===== config.mk =====
export PLATFORM = sky130hd
export DESIGN_NAME = pulse_rx
export DESIGN_NICKNAME = d
export VERILOG_FILES = /design/src/rtl/pulse_rx.sv
export SDC_FILE = /design/constraint.sdc
export NUM_CORES = 1
export LEC_CHECK = 0
export CORE_MARGIN = 3
export CORE_UTILIZATION = 61
export DETAILED_ROUTE_END_ITERATION = 6
export GPL_ROUTABILITY_DRIVEN = 0
export PLACE_DENSITY = 0.87
export SETUP_SLACK_MARGIN = 0.1
export SLEW_MARGIN = 20
export SYNTH_ARGS = -nofsm -noshare
export SYNTH_HDL_FRONTEND = slang
export SYNTH_SLANG_ARGS = --single-unit

===== constraint.sdc =====
create_clock -name clk -period 3.62 [get_ports clk]
set_clock_uncertainty 0.2 [all_clocks]
set_input_delay 0.362 -clock clk [delete_from_list [all_inputs] [get_ports clk]]
set_output_delay 0.362 -clock clk [all_outputs]
set_load 0.05 [all_outputs]

===== src/rtl/pulse_rx.sv =====
// pulse_rx: threshold pulse detector with peak/timestamp capture and a
// show-ahead result FIFO.
// Optional feature: define PULSE_RX_TRUTH_EN to latch in_en[0] truth samples
// and carry the truth value associated with each peak through the FIFO.
//
// Handshake: a record sits at the FIFO head while rd_valid=1; it is consumed
// at the rising edge where rd_en=1 and rd_valid=1. rd_en while empty is a
// no-op. There is no back-pressure on the sample side: records arriving at a
// full FIFO (with no pop in the same cycle) are dropped and flagged in
// overflow.
module pulse_rx #(
    parameter int DW     = 23,
    parameter int THR    = 100,
    parameter int MAXLEN = 64,
    parameter int AW     = 3
) (
    input  logic                 clk,
    input  logic                 rst,
    input  logic [1:0]           in_en,
    input  logic signed [DW-1:0] in_data,
    input  logic                 rd_en,
    input  logic                 clr_ovf,
    output logic                 rd_valid,
    output logic signed [DW-1:0] rd_peak,
    output logic [15:0]          rd_time,
    output logic [7:0]           rd_len,
    output logic                 rd_trunc,
    output logic [DW-1:0]        rd_truth,
    output logic                 full,
    output logic                 overflow,
    output logic [1:0]           dbg_state
);

    localparam int DEPTH = 1 << AW;
    localparam logic signed [DW-1:0] THR_V    = DW'(THR);
    localparam logic [7:0]           MAXLEN_V = 8'(MAXLEN);
    localparam logic [AW:0]          DEPTH_V  = (AW+1)'(DEPTH);

    typedef enum logic [1:0] {
        IDLE  = 2'd0,
        PULSE = 2'd1,
        PUSH  = 2'd2
    } state_t;

    state_t                state_q, state_d;
    logic [15:0]           cnt_q;
    logic                  armed_q, armed_d;
    logic signed [DW-1:0]  peak_q, peak_d;
    logic [15:0]           time_q, time_d;
    logic [7:0]            len_q, len_d;
    logic                  trunc_q, trunc_d;
    logic                  take_truth;

    logic                  ro;
    logic                  hit;

    assign ro  = in_en[1];
    assign hit = (in_data >= THR_V);
    assign dbg_state = state_q;

    // Timestamp: counts readout samples, wraps naturally at 16 bits.
    always_ff @(posedge clk or negedge rst) begin
        if (!rst)    cnt_q <= '0;
        else if (ro) cnt_q <= cnt_q + 16'd1;
    end

    // Next-state and record-field update. PUSH handles a concurrent sample
    // exactly like IDLE so back-to-back pulses lose no sample.
    always_comb begin
        state_d    = state_q;
        armed_d    = armed_q;
        peak_d     = peak_q;
        time_d     = time_q;
        len_d      = len_q;
        trunc_d    = trunc_q;
        take_truth = 1'b0;
        case (state_q)
            PULSE: begin
                if (ro) begin
                    if (hit) begin
                        len_d = len_q + 8'd1;
                        if (in_data > peak_q) begin
                            peak_d     = in_data;
                            time_d     = cnt_q;
                            take_truth = 1'b1;
                        end
                        if (len_q + 8'd1 == MAXLEN_V) begin
                            // Truncated: must see a sub-threshold sample
                            // before another pulse may start.
                            state_d = PUSH;
                            trunc_d = 1'b1;
                            armed_d = 1'b0;
                        end
                    end else begin
                        state_d = PUSH;
                        trunc_d = 1'b0;
                    end
                end
            end
            default: begin
                state_d = IDLE;
                if (ro) begin
                    if (hit && armed_q) begin
                        state_d    = PULSE;
                        peak_d     = in_data;
                        time_d     = cnt_q;
                        len_d      = 8'd1;
                        trunc_d    = 1'b0;
                        take_truth = 1'b1;
                    end else if (!hit) begin
                        armed_d = 1'b1;
                    end
                end
            end
        endcase
    end

    // FSM state and current-pulse record registers.
    always_ff @(posedge clk or negedge rst) begin
        if (!rst) begin
            state_q <= IDLE;
            armed_q <= 1'b1;
            peak_q  <= '0;
            time_q  <= '0;
            len_q   <= '0;
            trunc_q <= 1'b0;
        end else begin
            state_q <= state_d;
            armed_q <= armed_d;
            peak_q  <= peak_d;
            time_q  <= time_d;
            len_q   <= len_d;
            trunc_q <= trunc_d;
        end
    end

`ifdef PULSE_RX_TRUTH_EN
    logic [DW-1:0] truth_last_q;
    logic [DW-1:0] truth_sel;
    logic [DW-1:0] truth_q;

    // A truth strobe in the same cycle as the peak wins over the old value.
    assign truth_sel = in_en[0] ? in_data : truth_last_q;

    // Latest truth sample, and the truth value bound to the current peak.
    always_ff @(posedge clk or negedge rst) begin
        if (!rst) begin
            truth_last_q <= '0;
            truth_q      <= '0;
        end else begin
            if (in_en[0])   truth_last_q <= in_data;
            if (take_truth) truth_q      <= truth_sel;
        end
    end
`else
    logic unused_truth;
    assign unused_truth = in_en[0] ^ take_truth;
`endif

    // ---------------- result FIFO ----------------
    logic signed [DW-1:0] mem_peak  [DEPTH];
    logic [15:0]          mem_time  [DEPTH];
    logic [7:0]           mem_len   [DEPTH];
    logic                 mem_trunc [DEPTH];
`ifdef PULSE_RX_TRUTH_EN
    logic [DW-1:0]        mem_truth [DEPTH];
`endif
    logic [AW-1:0]        wr_ptr_q, rd_ptr_q;
    logic [AW:0]          count_q;
    logic                 push, pop, wr_ok;

    assign rd_valid = (count_q != '0);
    assign full     = (count_q == DEPTH_V);
    assign push     = (state_q == PUSH);
    assign pop      = rd_en && rd_valid;
    assign wr_ok    = push && (!full || pop);

    assign rd_peak  = mem_peak[rd_ptr_q];
    assign rd_time  = mem_time[rd_ptr_q];
    assign rd_len   = mem_len[rd_ptr_q];
    assign rd_trunc = mem_trunc[rd_ptr_q];
`ifdef PULSE_RX_TRUTH_EN
    assign rd_truth = mem_truth[rd_ptr_q];
`else
    assign rd_truth = '0;
`endif

    // Storage; cleared on reset so an empty FIFO reads all-zero.
    always_ff @(posedge clk or negedge rst) begin
        if (!rst) begin
            for (int i = 0; i < DEPTH; i++) begin
                mem_peak[i]  <= '0;
                mem_time[i]  <= '0;
                mem_len[i]   <= '0;
                mem_trunc[i] <= 1'b0;
`ifdef PULSE_RX_TRUTH_EN
                mem_truth[i] <= '0;
`endif
            end
        end else if (wr_ok) begin
            mem_peak[wr_ptr_q]  <= peak_q;
            mem_time[wr_ptr_q]  <= time_q;
            mem_len[wr_ptr_q]   <= len_q;
            mem_trunc[wr_ptr_q] <= trunc_q;
`ifdef PULSE_RX_TRUTH_EN
            mem_truth[wr_ptr_q] <= truth_q;
`endif
        end
    end

    // Pointers and occupancy.
    always_ff @(posedge clk or negedge rst) begin
        if (!rst) begin
            wr_ptr_q <= '0;
            rd_ptr_q <= '0;
            count_q  <= '0;
        end else begin
            if (wr_ok) wr_ptr_q <= wr_ptr_q + 1'b1;
            if (pop)   rd_ptr_q <= rd_ptr_q + 1'b1;
            case ({wr_ok, pop})
                2'b10:   count_q <= count_q + 1'b1;
                2'b01:   count_q <= count_q - 1'b1;
                default: count_q <= count_q;
            endcase
        end
    end

    // Sticky overflow: a dropped record beats a same-cycle clear.
    always_ff @(posedge clk or negedge rst) begin
        if (!rst)                        overflow <= 1'b0;
        else if (push && full && !pop)   overflow <= 1'b1;
        else if (clr_ovf)                overflow <= 1'b0;
    end

endmodule


==> flow_summary_export.csv, run 1 <==
group,metric,value,unit
placed_design,place_ws,-0.0894,ns
die,die_h,193,um
yosys,ys_async_sr_fraction,100,%
pwr,powerDensity,778,mW/mm^2
hold_path,hold_path.class,"in2async",
drt,via_per_inst,6.17,
sta,tightestPinTransition,0.753,ns
pwr,pwr-share-seq,41.0,%
sta,grt_setup_unrepaired,"no",
grt,antenna_found_initial,1,
finish,fin_util,71.5,%
die,die_x,193,um
cts,numCtsBuffers,46,
pwr,internal-power,12600,uW
die,core_area,0.0340,mm^2
sta,maxSlewViolCount,0,
yosys,syn_area_per_cell,15.2,um^2
cts,cts.clk_slew.worst_paths,0.06,ns
yosys,ys_warn_count,0,
setup_path,critPathMaxFanout,38,
yosys,netlist_area,0.0214,mm^2
cts,cts_tree,"done",
finish,syn2layout_area_growth,13.6,%
setup_path,critical_path.max_stage_delay,0.70,ns
drt,first_iter_violations,770,
yosys,synthFlopType,"dfrtp_1",
grt,grt_pass1_vias,13200,
setup_path,critPathRequiredTime,3.06,ns
pwr,p_clk_share,25.9,%
sta,hold_violations,0,
grt,grt_max_degree,80,
placed_design,place_hpwl,26200,um
sta,min_period,3.41,ns
drt,drt-pass1-iter-count,6,
sta,fin_crit_sh,94.1,%
yosys,synth_edf_count,0,
cts,h-tree-depth,2,
pwr,swShare,33.5,%
sta,slew_headroom,49.3,%
setup_path,cp-end-kind,"primary output",
pwr,p_switching,6340,uW
drt,vias,12000,
drt,wl_per_cell,23.1,um
pwr,total_power,18900,uW
sta,setup_slack,0.215,ns
setup_path,crit_type,"reg2out",
yosys,ys_seq_area_share,54.0,%
setup_path,crit_arrival,2.84,ns
finish,final_cell_mix,"458 x dfrtp_1, 454 x mux2_2, 96 x mux4_2",
cts,clockBufferDepth,3,
run_status,status,"finished, final reports clean",
finish,fill_cells,2128,
drt,routed_wl,45000,um
finish,final_nets,1529,
sta,setup_viol,0,
run,cap_violations,0,
die,fp-row-count,67,
cts,cts_sinks,462,
yosys,ys_ff_latch,462,
yosys,ys_types,48,
cts,root_buffer,"clkbuf_16",
die,io_pins,105,
finish,drive_gt1_share,47.7,%
grt,grt_overflow,0,
pwr,vdd_drop_max,0.000717,V
placed_design,port-buffer-count,80,
drt,post-route-drc-count,0,
grt,grt_pass1_wl,73200,um
setup_path,cp.buffers_inverters,2,
pwr,pwr-share-comb,33.0,%
setup_path,cp_top_family,"buffers and inverters",
setup_path,startpoint_type,"flip-flop",
yosys,syn_inst,1410,
die,start_util,62.9,%
setup_path,slowest_stage,"clkdlybuf4s50_1",
sta,fmax,294,MHz
finish,diodes,0,
drt,ant_nets,0,
cts,worstSkewPairLatency,0.55,ns
setup_path,crit_chain,"buf_12 > mux4_2 > mux2_2 > clkdlybuf4s50_1",
die,die_area,0.0374,mm^2
grt,grt_usage,24.3,%
finish,mostFrequentLayoutCell,"dfrtp_1",
pwr,cellLeakagePower,0.0120,uW
-- cell usage after synthesis (16+ instances only) --
cell type	instances	area share [%]
dfrtp_1	461	54
mux2_2	454	24
mux4_2	96	10
clkbuf_1	59	1.0
inv_1	34	0.60
buf_2	33	0.77
ha_1	33	1.9
nand2_1	28	0.49
buf_4	23	0.81
mux2_4	20	1.4
nor2_1	20	0.35
o21ai_0	20	0.47
xnor2_1	16	0.65
-- kinds of logic after synthesis --
logic type | Yosys count | synth area share, %
AO/OA/AOI/OAI | 51 | 1.52
adder cells (fa/ha/maj) | 34 | 2.02
XOR/XNOR | 24 | 0.981
AND/OR/NAND/NOR | 107 | 2.56
flip-flops | 462 | 54.0
buffers and inverters | 161 | 3.55
other | 1 | 0.0175
multiplexers | 570 | 35.4
-- power groups by stage --
| stage | Combinational [uW] | Sequential, uW | Clock (uW) |
|---|---|---|---|
| floorplan | 5110 | 7120 | 0 |
| global placement | 6060 | 7680 | 0 |
| detailed placement | 6260 | 7810 | 0 |
| CTS | 6330 | 7760 | 4980 |
| global route | 6680 | 7970 | 5210 |
| finish | 6260 | 7770 | 4910 |
-- sequential cells by signal, indices dropped and copies added (netlist names) --
name,count
count_q,4
mem_peak,184
rd_ptr_q,3
time_q,16
overflow,1
mem_time,128
wr_ptr_q,3
dbg_state,2
mem_len,64
cnt_q,16
trunc_q,1
len_q,8
peak_q,23
mem_trunc,8
armed_q,1
-- final cells by class --
type                       instances  area, um^2  area share, %
timing repair buffer             112        1250           5.12
clock inverter                    14         173          0.710
sequential                       462       11600           47.6
inverter                          35         131          0.540
multi-input combinational        809        9220           37.9
tap                              448         561           2.30
clock buffer                      72        1430           5.88
-- worst reg2reg max path, delay by kind of cell (launching register included) --
kind | cells | cell delay [ns]
flops | 1 | 0.47
compound gates | 2 | 0.33
mux | 1 | 0.31
xor+xnor | 1 | 0.36
buf+inv | 2 | 0.33
fa+ha+maj | 1 | 0.38
simple gates | 3 | 0.81
-- per-layer routing --
layer	track usage, %	wire length, um
met1	33.3	19200
met2	42.1	23200
met3	3.48	1920
met4	5.20	719
met5	0	13
-- worst paths after layout --
check | cells past startpoint | from | slack (ns) | end
max in group asynchronous | 3 | rst | 2.12 | mem_time[81]$_DFFE_PN0P_
setup / recovery | 4 | rd_ptr_q[0]$_DFFE_PN0P_ | 0.21 | rd_time[6]
setup reg to reg | 10 | peak_q[22]$_DFFE_PN0P_ | 0.30 | peak_q[19]$_DFFE_PN0P_
min in group clk | 2 | clr_ovf | 0.18 | overflow$_DFFE_PN0P_
hold reg to reg | 1 | count_q[3]$_DFFE_PN0P_ | 0.27 | count_q[3]$_DFFE_PN0P_
hold / removal | 2 | rst | 0.17 | mem_peak[77]$_DFFE_PN0P_
-- per-stage QoR --
step / cell area, um^2 / hold slack (ns) / instances / setup TNS (ns)
finish: 24300 / 0.171 / 1952 / 0
global route: 24300 / 0.186 / 1952 / 0
CTS: 24300 / 0.173 / 1952 / 0
detailed placement: 22700 / 0.187 / 1865 / -2.58
global placement: 22700 / 0.179 / 1865 / -2.28
floorplan: 21500 / -0.134 / 1432 / 0
-- timing repair --
| item | in CTS | in global routing |
|---|---|---|
| hold buffers | 1 | 0 |
| setup endpoints to repair | 6 | 54 |
| buffers inserted | 0 | 0 |
| gates resized for setup | 6 | 17 |
| endpoints found under the hold margin | 69 | 0 |
No activity file was read; power rests on OpenSTA's default activity.
==> inputs of run 2 (changes only) <==
- GPL_TIMING_DRIVEN: not set -> 0
- PLACE_DENSITY: 0.87 -> 0.81
==> run 2 against run 1 <==
Net effect: first-iteration DRC count decreased by 6.4%; worst hold slack got worse by 0.12 ns; utilization increased by 0.52 points; clock power decreased by 3%; sequential share of layout area decreased by 0.38 points; sequential power decreased by 3.9%; non-clock buffer count increased by 95; cell area increased by 0.73%; power decreased by 0.48%; global-route usage increased by 1.2 points; register-to-register slack got worse by 0.06 ns; largest cell class unchanged; highest routed layer is now met4.
==> flow_summary_export.csv, run 2 (same netlist as run 1, synthesis figures left out) <==
group,metric,value,unit
drt,via_per_inst,6.05,
die,die_area,0.0374,mm^2
drt,ant_nets,0,
sta,setup_viol,0,
setup_path,critPathRequiredTime,3.06,ns
finish,final_nets,1625,
pwr,powerDensity,769,mW/mm^2
cts,numCtsBuffers,47,
drt,first_iter_violations,721,
pwr,p_switching,6430,uW
drt,post-route-drc-count,0,
grt,grt_pass1_vias,13500,
setup_path,startpoint_type,"flip-flop",
grt,grt_usage,25.5,%
run,cap_violations,0,
sta,fin_crit_sh,94.9,%
placed_design,port-buffer-count,80,
die,die_x,193,um
pwr,internal-power,12400,uW
grt,grt_max_degree,97,
placed_design,dpl_cell_area,0.0230,mm^2
die,io_pins,105,
setup_path,critPathMaxFanout,10,
finish,fill_cells,2235,
sta,tightestPinTransition,0.931,ns
finish,regArea,0.0116,mm^2
finish,multi_input_area,0.00919,mm^2
sta,min_period,3.44,ns
drt,drt-pass1-iter-count,5,
hold_path,hold_path.class,"in2async",
cts,cts_sinks,462,
finish,syn2layout_area_growth,14.4,%
pwr,cellLeakagePower,0.0121,uW
grt,grt_overflow,0,
drt,vias,12400,
pwr,vdd_drop_max,0.000533,V
die,fp-row-count,67,
sta,hold_violations,0,
sta,maxSlewViolCount,0,
pwr,swShare,34.1,%
pwr,pwr-share-comb,35.1,%
pwr,pwr-share-seq,39.6,%
finish,mostFrequentLayoutCell,"dfrtp_1",
cts,root_buffer,"clkbuf_16",
cts,cts_tree,"done",
drt,routed_wl,47600,um
die,core_area,0.0340,mm^2
cts,h-tree-depth,2,
setup_path,crit_arrival,2.87,ns
sta,whs,0.0515,ns
finish,largest_reg_flops,184,
die,start_util,62.9,%
placed_design,place_hpwl,31400,um
cts,clockBufferDepth,3,
finish,drive_gt1_share,46.7,%
finish,reg_top3,"mem_peak x184, mem_time x128, mem_len x64",
cts,worstSkewPairLatency,0.56,ns
sta,slew_headroom,38.0,%
drt,wl_per_cell,23.3,um
sta,fmax,291,MHz
finish,final_cell_mix,"460 x dfrtp_1, 454 x mux2_2, 96 x mux4_2",
sta,finalSetupTns,0,ns
finish,largest_register,"mem_peak",
pwr,p_clk_share,25.2,%
grt,grt_pass1_wl,75800,um
setup_path,cp-end-kind,"primary output",
sta,grt_setup_unrepaired,"yes",
grt,antenna_found_initial,0,
die,die_h,193,um
cts,cts.clk_slew.worst_paths,0.06,ns
finish,final_area,0.0245,mm^2
setup_path,crit_type,"reg2out",
run_status,status,"finished, final reports clean",
finish,diodes,0,
## run 2: changes by cell type in the layout (fill, tap and decap cells not counted), sizes merged
| cell | previous run | this run |
|---|---|---|
| buf | 56 | 73 |
| bufinv | 3 | 1 |
| clkbuf | 72 | 140 |
| clkdlybuf4s25 | 0 | 1 |
| clkdlybuf4s50 | 33 | 31 |
| clkinv | 10 | 6 |
| clkinvlp | 2 | 1 |
| dlygate4sd2 | 6 | 37 |
| dlymetal6s2s | 16 | 0 |
## run 2: worst paths after layout
check | startpoint | to | slack [ns] | cells after the start
setup / recovery | rd_ptr_q[1]$_DFFE_PN0P_ | rd_time[13] | 0.18 | 6
hold / removal | rst | mem_peak[56]$_DFFE_PN0P_ | 0.05 | 2
setup reg to reg | peak_q[22]$_DFFE_PN0P_ | peak_q[3]$_DFFE_PN0P_ | 0.24 | 11
hold reg to reg | count_q[3]$_DFFE_PN0P_ | count_q[3]$_DFFE_PN0P_ | 0.27 | 1
max in group asynchronous | rst | mem_time[120]$_DFFE_PN0P_ | 1.22 | 6
min in group clk | clr_ovf | overflow$_DFFE_PN0P_ | 0.19 | 2
## run 2: critical path: stages, from the launching register on
cell	delay (ns)
dfrtp_1	0.34
clkbuf_2	0.28
clkbuf_4	0.33
clkbuf_4	0.29
mux4_2	0.32
mux2_2	0.31
dlygate4sd2_1	0.43
## run 2: metal layers
metal	global-route usage, %	part of all wire, %	up-vias
li1	-	-	5415
met1	35.6	44	6630
met2	42.4	50	254
met3	4.35	4.1	75
met4	6.43	2.2	0
met5	0	0	-
## run 2: layout make-up
class                      count  area share, %
sequential                   462           47.2
multi-input combinational    809           37.5
clock buffer                  76           5.91
timing repair buffer          89           3.57
buffer                       118           2.74
tap                          448           2.29
inverter                      35          0.536
clock inverter                 7          0.255
## run 2: power groups by stage
stage          Sequential (uW)  Clock (uW)  Combinational [uW]
2_1_floorplan             7120           0                5110
3_3_place_gp              7320           0                6680
3_5_place_dp              7390           0                6880
4_1_cts                   7340        4810                6800
5_1_grt                   7640        5040                7070
6_report                  7470        4750                6620
## run 2: repair_timing
item | in CTS | in global routing
buffers inserted | 0 | 3
pin swaps | 0 | 2
hold endpoints to repair | 100 | 0
gates resized for setup | 102 | 34
endpoints found under the setup margin | 86 | 65
gates cloned | 0 | 0
hold buffers | 1 | 0
## run 2: metrics by stage
step | power, uW | instances | worst slack [ns] | util (%)
after floorplan | 12200 | 1432 | 0.752 | -
after global placement | 14000 | 1960 | -17.53 | 67.2
after detailed placement | 14300 | 1965 | -0.610 | 67.6
after CTS | 19000 | 2048 | 0.0401 | 72.1
after global routing | 19700 | 2044 | 0.0836 | 72.0
final | 18800 | 2044 | 0.183 | 72.0
==> inputs of run 3 (changes only) <==
- CORE_UTILIZATION: 61 -> 64
- DONT_BUFFER_PORTS: not set -> 1
- PLACE_DENSITY: 0.81 -> 0.8
- clock period: 3.62 -> 3.6 ns (I/O delays scaled with it)
==> run 3 against run 2 <==
Net effect: the run now ends with negative hold slack left; non-clock buffer count shrank 59; register-to-register slack gained 0.04 ns; routed wire length shrank 1.4%; final cell count shrank 3.0%; power shrank 1.6%; die area shrank 4.5%; sequential power is essentially flat; global-route usage grew 1.3 points; clock power grew 1%.
==> flow_summary_export.csv, run 3 (same netlist as run 1, synthesis figures left out) <==
group,metric,value,unit
run_status,status,"finished with violations",
run_status,violations,"negative hold slack",
sta,slew_headroom,23.0,%
drt,routed_wl,46900,um
pwr,powerDensity,774,mW/mm^2
die,die_x,189,um
finish,diodes,0,
drt,ant_nets,0,
pwr,swShare,33.9,%
pwr,pwr-share-comb,33.7,%
grt,grt_use_met3,4.78,%
placed_design,port-buffer-count,0,
sta,fmax,301,MHz
finish,final_cell_mix,"459 x dfrtp_1, 454 x mux2_2, 96 x mux4_2",
setup_path,cp-end-kind,"primary output",
setup_path,crit_arrival,2.76,ns
setup_path,r2r_cells,8,
pwr,cellLeakagePower,0.0117,uW
grt,busiest_layer,"met2",
drt,vias,12200,
grt,grt_usage,26.8,%
sta,tightestPinTransition,1.16,ns
drt,wl_per_cell,23.6,um
run,cap_violations,0,
finish,mostFrequentLayoutCell,"dfrtp_1",
cts,numCtsBuffers,47,
cts,clockBufferDepth,3,
placed_design,place_ws,-0.0373,ns
setup_path,critPathMaxFanout,10,
hold_path,hold_path.class,"in2async",
sta,maxSlewViolCount,0,
sta,setup_viol,0,
cts,cts.clk_slew.worst_paths,0.06,ns
placed_design,place_hpwl,29400,um
setup_path,critPathRequiredTime,3.04,ns
setup_path,startpoint_type,"flip-flop",
cts,worstSkewPairLatency,0.56,ns
sta,grt_setup_unrepaired,"no",
finish,final_nets,1566,
die,die_area,0.0357,mm^2
setup_path,r2r-end,"peak_q[7]$_DFFE_PN0P_",
drt,via_per_inst,6.16,
pwr,pwr-share-seq,40.3,%
cts,h-tree-depth,2,
drt,post-route-drc-count,0,
sta,whs,-0.696,ns
sta,fin_crit_sh,92.2,%
die,fp-row-count,66,
finish,largest_register,"mem_peak",
die,start_util,65.3,%
setup_path,slowest_stage,"clkbuf_2",
grt,grt_pass1_wl,73900,um
pwr,total_power,18500,uW
cts,cts_sinks,462,
pwr,p_clk_share,25.9,%
setup_path,crit_chain,"clkbuf_2 > clkbuf_2 > clkbuf_2 > mux4_2 > mux2_2",
grt,grt_max_degree,463,
finish,reg_top3,"mem_peak x184, mem_time x128, mem_len x64",
setup_path,critical_path.max_stage_delay,0.43,ns
sta,min_period,3.32,ns
drt,drt-pass1-iter-count,6,
finish,largest_reg_flops,184,
sta,setup_slack,0.281,ns
grt,grt_overflow,0,
setup_path,crit_start,"rd_ptr_q[1]$_DFFE_PN0P_",
cts,cts-hold-fix-buffers,27,
grt,use_met2,44.2,%
setup_path,rr_startpoint,"dbg_state[0]$_DFFE_PN0P_",
finish,syn2layout_area_growth,11.8,%
drt,first_iter_violations,884,
die,core_area,0.0328,mm^2
sta,hold_violations,462,
pwr,vdd_drop_max,0.000507,V
cts,cts_tree,"done",
grt,gr-usage-met1,37.7,%
grt,antenna_found_initial,0,
pwr,p_switching,6290,uW
pwr,internal-power,12200,uW
cts,root_buffer,"clkbuf_16",
grt,grt_pass1_vias,12800,
setup_path,worst_path_most_repeated_cell,"clkbuf_2",
die,die_h,189,um
setup_path,crit_type,"reg2out",
finish,drive_gt1_share,47.8,%
die,io_pins,105,
setup_path,ff2ff_setup_slack,0.28,ns
run 3: stage by stage:
| step | std cells | utilization [%] | TNS [ns] | cell area (um^2) | hold WS [ns] |
|---|---|---|---|---|---|
| after floorplan | 1432 | - | 0 | 21500 | -0.136 |
| after global placement | 1874 | 67.3 | -3.32 | 22100 | -0.120 |
| after detailed placement | 1874 | 67.3 | -0.534 | 22100 | -0.122 |
| after CTS | 1988 | 73.1 | 0 | 23900 | -0.713 |
| after global routing | 1983 | 73.0 | 0 | 23900 | -0.719 |
| final | 1983 | 73.0 | 0 | 23900 | -0.696 |
run 3: how the worst max path moves through the flow:
| stage | to | slack [ns] | depth (start not counted) |
|---|---|---|---|
| global route | peak_q[3]$_DFFE_PN0P_ | 0.13 | 12 |
| global placement | peak_q[4]$_DFFE_PN0P_ | -0.16 | 9 |
| floorplan | peak_q[10]$_DFFE_PN0P_ | 0.73 | 12 |
| detailed placement | peak_q[2]$_DFFE_PN0P_ | -0.04 | 12 |
| CTS | peak_q[7]$_DFFE_PN0P_ | 0.10 | 12 |
| finish | rd_time[9] | 0.28 | 5 |
run 3: layer usage:
metal,vias to the layer above,part of all wire (%)
li1,5308,-
met1,6549,44
met2,266,49
met3,85,4.8
met4,0,2.3
met5,-,0
run 3: critical path, delay by kind of cell (launching register included):
family   cells  cell delay (ns)
buf+inv      3             1.06
flops        1             0.35
mux          2             0.79
run 3: repair_timing:
item                                    4_1_cts  5_1_grt
buffers inserted                              0        1
hold endpoints to repair                    497      462
endpoints found under the setup margin      121      165
resized for setup                            33        3
run 3: power by group through the flow:
stage	sequential, uW	clock [uW]	combinational [uW]
floorplan	7160	0	5140
CTS	7360	4900	6400
global route	7650	5120	6700
finish	7470	4810	6250
global placement	7350	0	6100
detailed placement	7440	0	6260
run 3: area by class of cell:
cell class              instances  area, um^2
flip-flops and latches        462       11600
well taps                     442         553
clock buffers                  68        1390
fillers                      2141        8840
plain buffers                 120         674
clock inverters                19         156
repair buffers                 28         278
inverters                      35         131
multi-input cells             809        9200
